===== config.mk =====
export PLATFORM = sky130hd
export DESIGN_NAME = way_partition_advisor
export DESIGN_NICKNAME = d
export VERILOG_FILES = /design/src/rtl/way_partition_advisor_pkg.sv /design/src/rtl/way_hit_counter_bank.sv /design/src/rtl/way_partition_advisor.sv
export SDC_FILE = /design/constraint.sdc
export NUM_CORES = 2
export LEC_CHECK = 0
export ABC_AREA = 1
export ABC_CLOCK_PERIOD_IN_PS = 6500
export CAP_MARGIN = 10
export CELL_PAD_IN_SITES_DETAIL_PLACEMENT = 1
export CELL_PAD_IN_SITES_GLOBAL_PLACEMENT = 2
export CORE_ASPECT_RATIO = 1.1
export CORE_UTILIZATION = 30
export DETAILED_ROUTE_END_ITERATION = 6
export GPL_ROUTABILITY_DRIVEN = 0
export PLACE_DENSITY_LB_ADDON = 0.12
export REMOVE_ABC_BUFFERS = 1
export SLEW_MARGIN = 20
export SYNTH_ARGS = -nofsm -noshare
export SYNTH_HDL_FRONTEND = slang
export SYNTH_SLANG_ARGS = --single-unit

===== constraint.sdc =====
create_clock -name clk_in -period 6.5 [get_ports clk_in]
set_clock_uncertainty 0.15 [all_clocks]
set_input_delay 1.3 -clock clk_in [delete_from_list [all_inputs] [get_ports clk_in]]
set_output_delay 1.3 -clock clk_in [all_outputs]
set_load 0.01 [all_outputs]

===== src/rtl/way_partition_advisor_pkg.sv =====
// way_partition_advisor_pkg: shared FSM encoding and width helpers for the way partition advisor
// Ports: none (types and constant functions only)
package way_partition_advisor_pkg;
  typedef enum logic [1:0] {ST_COUNT, ST_SCAN, ST_UPDATE} state_t;
  function automatic int idx_w(input int n);
    return (n > 1) ? $clog2(n) : 1;
  endfunction
  function automatic int cmp_w(input int cw);
    return cw + 1;
  endfunction
endpackage


===== src/rtl/way_hit_counter_bank.sv =====
// way_hit_counter_bank: cumulative per-way hit counters with an epoch snapshot bank
// Ports: clk_in/reset_in clock and sync reset; i_valid/i_hit/i_pos access stream (one-hot
//        recency position); i_snap epoch boundary; o_snap snapshot (way i = hits at position <= i)
module way_hit_counter_bank #(
  parameter int NUM_WAY       = 16,
  parameter int COUNTER_WIDTH = 32
) (
  input  logic                                    clk_in,
  input  logic                                    reset_in,
  input  logic                                    i_valid,
  input  logic                                    i_hit,
  input  logic [NUM_WAY-1:0]                      i_pos,
  input  logic                                    i_snap,
  output logic [NUM_WAY-1:0][COUNTER_WIDTH-1:0]   o_snap
);
  logic [NUM_WAY-1:0][COUNTER_WIDTH-1:0] r_live;
  logic [NUM_WAY-1:0][COUNTER_WIDTH-1:0] w_live_nxt;
  logic [NUM_WAY-1:0]                    w_cum;
  for (genvar i = 0; i < NUM_WAY; i++) begin : g_way
    assign w_cum[i]      = |i_pos[i:0];
    assign w_live_nxt[i] = r_live[i] + COUNTER_WIDTH'(i_valid && i_hit && w_cum[i] && !(&r_live[i]));
  end
  // The epoch-ending access is folded into the snapshot; the live bank restarts empty.
  always_ff @(posedge clk_in)
    if (reset_in) begin
      r_live <= '0;
      o_snap <= '0;
    end else if (i_snap) begin
      o_snap <= w_live_nxt;
      r_live <= '0;
    end else
      r_live <= w_live_nxt;
endmodule


===== src/rtl/way_partition_advisor.sv =====
// way_partition_advisor: per-epoch utility scan suggesting a contiguous low-way allocation mask
// Ports: clk_in/reset_in clock and sync reset; access_valid_in/hit_in/hit_pos_in access stream;
//        enable_in adaptation enable; suggested_waymask_out mask; waymask_update_out new-result pulse
module way_partition_advisor import way_partition_advisor_pkg::*; #(
  parameter int NUM_WAY       = 16,
  parameter int COUNTER_WIDTH = 32,
  parameter int EPOCH_POWER   = 20,
  parameter int GAP_SHIFT     = 4,
  parameter int MIN_WAYS      = 1
) (
  input  logic               clk_in,
  input  logic               reset_in,
  input  logic               access_valid_in,
  input  logic               hit_in,
  input  logic [NUM_WAY-1:0] hit_pos_in,
  input  logic               enable_in,
  output logic [NUM_WAY-1:0] suggested_waymask_out,
  output logic               waymask_update_out
);
  localparam int KW = idx_w(NUM_WAY);
  localparam int XW = cmp_w(COUNTER_WIDTH);
  state_t                                r_state, w_state_nxt;
  logic [EPOCH_POWER-1:0]                r_acc;
  logic [KW-1:0]                         r_k, w_k_nxt;
  logic [KW:0]                           w_k1, w_ways;
  logic [NUM_WAY-1:0]                    w_mask_nxt;
  logic                                  w_upd_nxt, w_epoch_end, w_hit;
  logic [NUM_WAY-1:0][COUNTER_WIDTH-1:0] w_snap;
  logic [COUNTER_WIDTH-1:0]              w_max;
  way_hit_counter_bank #(.NUM_WAY(NUM_WAY), .COUNTER_WIDTH(COUNTER_WIDTH)) u_bank (
    .clk_in  (clk_in),
    .reset_in(reset_in),
    .i_valid (access_valid_in),
    .i_hit   (hit_in),
    .i_pos   (hit_pos_in),
    .i_snap  (w_epoch_end),
    .o_snap  (w_snap)
  );
  // The access counter wraps exactly at 2^EPOCH_POWER, so all-ones plus one more access ends the epoch.
  assign w_epoch_end = access_valid_in && (&r_acc);
  // Cumulative counters are monotonic in way index, so the last one is the maximum.
  assign w_max  = w_snap[NUM_WAY-1];
  assign w_hit  = XW'(w_snap[r_k]) + XW'(w_max >> GAP_SHIFT) >= XW'(w_max);
  assign w_k1   = {1'b0, r_k} + (KW+1)'(1);
  assign w_ways = (w_k1 < (KW+1)'(MIN_WAYS)) ? (KW+1)'(MIN_WAYS) : w_k1;
  always_comb begin
    w_state_nxt = r_state;
    w_k_nxt     = '0;
    w_mask_nxt  = suggested_waymask_out;
    w_upd_nxt   = 1'b0;
    if (r_state == ST_COUNT)
      w_state_nxt = w_epoch_end ? ST_SCAN : ST_COUNT;
    else if (r_state == ST_SCAN) begin
      w_state_nxt = w_hit ? ST_UPDATE : ST_SCAN;
      w_k_nxt     = w_hit ? r_k : r_k + KW'(1);
    end else begin
      w_state_nxt = ST_COUNT;
      w_mask_nxt  = enable_in ? ~({NUM_WAY{1'b1}} << w_ways) : '1;
      w_upd_nxt   = enable_in;
    end
  end
  always_ff @(posedge clk_in)
    if (reset_in) begin
      r_state               <= ST_COUNT;
      r_acc                 <= '0;
      r_k                   <= '0;
      suggested_waymask_out <= '1;
      waymask_update_out    <= 1'b0;
    end else begin
      r_state               <= w_state_nxt;
      r_acc                 <= w_epoch_end ? '0 : r_acc + EPOCH_POWER'(access_valid_in);
      r_k                   <= w_k_nxt;
      suggested_waymask_out <= w_mask_nxt;
      waymask_update_out    <= w_upd_nxt;
    end
endmodule


==> metrics.yaml <==
status: "finished clean"
grt_max_degree: 157
fillerInstances: 19479
syn_to_final_growth_pct: 14.37
post-synth-top-area-cell: "dfxtp_1"
crit_path_end_kind: "flip-flop"
drtPass1Iterations: 5
crit_arrival_ps: 6510
p_per_area_nw_per_um2: 256.9
numCtsBuffers: 133
fin_crit_sh_pct: 91.85
cts_max_level: 4
drive_gt1_share_pct: 7.164
post-dp-hpwl_mm: 133.1
hold_viol: 0
finalSetupViolations: 0
synth.most_common_cell: "dfxtp_1"
core_area_um2: 162300
grt_remaining_overflow: 0
slew_viol_final: 0
layout.area.seq_um2: 21370
route.vias.total: 41783
path_common_cell: "nand2_1"
syn_inst: 6455
rsz0062_at_grt: "false"
std_cell_rows: 155
grt_pass1_wl_mm: 267.9
async_reset_ff_share_pct: 0
port_buffers: 37
final_antenna_net_count: 0
dieArea_um2: 165400
avgRoutedWirePerCell_um: 20.47
cts_num_sinks: 1067
yosysSeqAreaShare_pct: 43.48
p_total_w: 0.01444
post-route-drc-count: 0
slowest_stage: "o21ai_0"
cts_hold_buffers: 0
start_util_pct: 30.27
cp_max_fo: 24
syn_area_um2: 49130
min_period_ps: 5970
p_leak_nw: 20.24
grt_pass1_vias: 42710
critPathRequiredTime_ps: 7040
chipWidth_um: 387.8
max_stage_delay_ps: 680
place_area_um2: 51710
postCtsSetupBuffers: 0
min_path_type: "flip-flop to flip-flop"
synth_common_cells: "dfxtp_1, inv_1, nand2_1"
multi_input_area_um2: 22960
grt_use_total_pct: 21.35
worstSetupPathType: "flip-flop to flip-flop"
cap_violations: 0
ctsResizeCount: 0
drt-total-wl_mm: 177.1
fin_area_um2: 56190
worstSkewPairLatency_ps: 780
tightest_slew_ps: 963.8
synth_edf_count: 0
fin_nets: 6549
critPathBufInv: 2
ys_ff_latch: 1067
ir_worst_vdd_v: 0.0001714
ios: 38
die_y_um: 426.4
yosys-top-cells-area: "dfxtp_1, inv_1, nand2_1"
clk_pin_slew_ps: 60
setup_tns_ps: 0
ys.flop_type: "dfxtp_1"
clock-root-buffer: "clkbuf_16"
timing.slew.headroom_pct: 35.25
routed_via_density: 4.828
antenna_found_initial: 11
avgSynthCellArea_um2: 7.611
path_delay_family: "simple AND/OR/NAND/NOR gates"
cp-start-kind: "flip-flop"
cts_tree: "yes"
drtIter0Drc: 2312
fmax_mhz: 167.5
synth_top_area_share_pct: 43.48
yosys_warnings: 0
clock_path_buffers: 3
ys_types: 63
==> tightest hold or removal path: cells and delay by family, from the launching register on <==
family | cells | cell delay (ps)
DFF | 1 | 330
and+or+nand+nor | 2 | 90
==> power by group <==
| part | switching, W | internal (W) |
|---|---|---|
| Combinational | 0.000182 | 0.0000517 |
| Sequential | 0.0000108 | 0.00655 |
| Clock | 0.00300 | 0.00463 |
| Total | 0.00320 | 0.0112 |
==> path summary, 6_finish.rpt <==
check | start | endpoint | slack (ps) | depth (start not counted)
max | r_k[0] | r_k[0] | 530 | 26
min | suggested_waymask_out[0] | suggested_waymask_out[0] | 290 | 2
max reg2reg | r_k[0] | r_k[0] | 530 | 26
min reg2reg | suggested_waymask_out[0] | suggested_waymask_out[0] | 290 | 2
==> cells in the final DEF, fill, tap and decap left out, drive strengths merged, types with 5 or more instances in the layout <==
| master | count |
|---|---|
| bufinv | 8 |
| a211oi | 5 |
| buf | 85 |
| clkinv | 24 |
| nor2 | 869 |
| nand3b | 5 |
| xnor2 | 187 |
| nor4 | 49 |
| xor2 | 311 |
| nor3b | 7 |
| a31oi | 7 |
| dfxtp | 1067 |
| o21ai | 521 |
| clkbuf | 205 |
| nand3 | 334 |
| clkdlybuf4s50 | 36 |
| o211ai | 19 |
| o22ai | 267 |
| ha | 96 |
| a21o | 7 |
| nand4 | 132 |
| or2 | 9 |
| nor3 | 142 |
| a21oi | 341 |
| inv | 916 |
| nand2 | 849 |
==> area by class of cell <==
type | count | share of cell area [%]
Inverter | 916 | 6.159
Sequential cell | 1067 | 38.03
Multi-Input combinational cell | 4192 | 40.85
Antenna cell | 2 | 0.008907
Clock inverter | 32 | 0.6814
Clock buffer | 205 | 7.288
Tap cell | 2119 | 4.718
Timing Repair Buffer | 121 | 2.262
==> layer usage <==
layer / global-route usage, % / routed length [um] / up-vias
met1: 29.31 / 86170 / 20203
met2: 34.99 / 81100 / 506
met4: 5.648 / 3723 / 0
li1: - / - / 20891
met5: 0 / 0 / -
met3: 2.884 / 6137 / 183
==> cells by family after synthesis <==
kind of cell	Yosys count	synth area share, %
flip-flops	1067	43.48
adder cells (fa/ha/maj)	97	2.486
XOR/XNOR	498	8.878
AND/OR/NAND/NOR	2402	21.96
buffers and inverters	1196	9.825
AO/OA/AOI/OAI	1195	13.37
==> metrics by stage <==
step / util [%] / hold slack [ps] / std cells / setup slack [ps]
after CTS: 34.61 / 299.9 / 8652 / 571.3
after global routing: 34.61 / 310.5 / 8652 / 16.13
after floorplan: - / 270.8 / 6175 / -17780
after detailed placement: 31.85 / 285.5 / 8415 / 510.4
after global placement: 31.85 / 271.9 / 8415 / 615.7
final: 34.62 / 290.6 / 8654 / 529.6
==> sequential cells by signal (all words and copies together) (netlist names) <==
register	count
suggested_waymask_out	16
u_bank.r_live	512
u_bank.o_snap	512
r_acc	20
r_k	4
waymask_update_out	1
r_state	2
(Power assumes the default switching activity.)
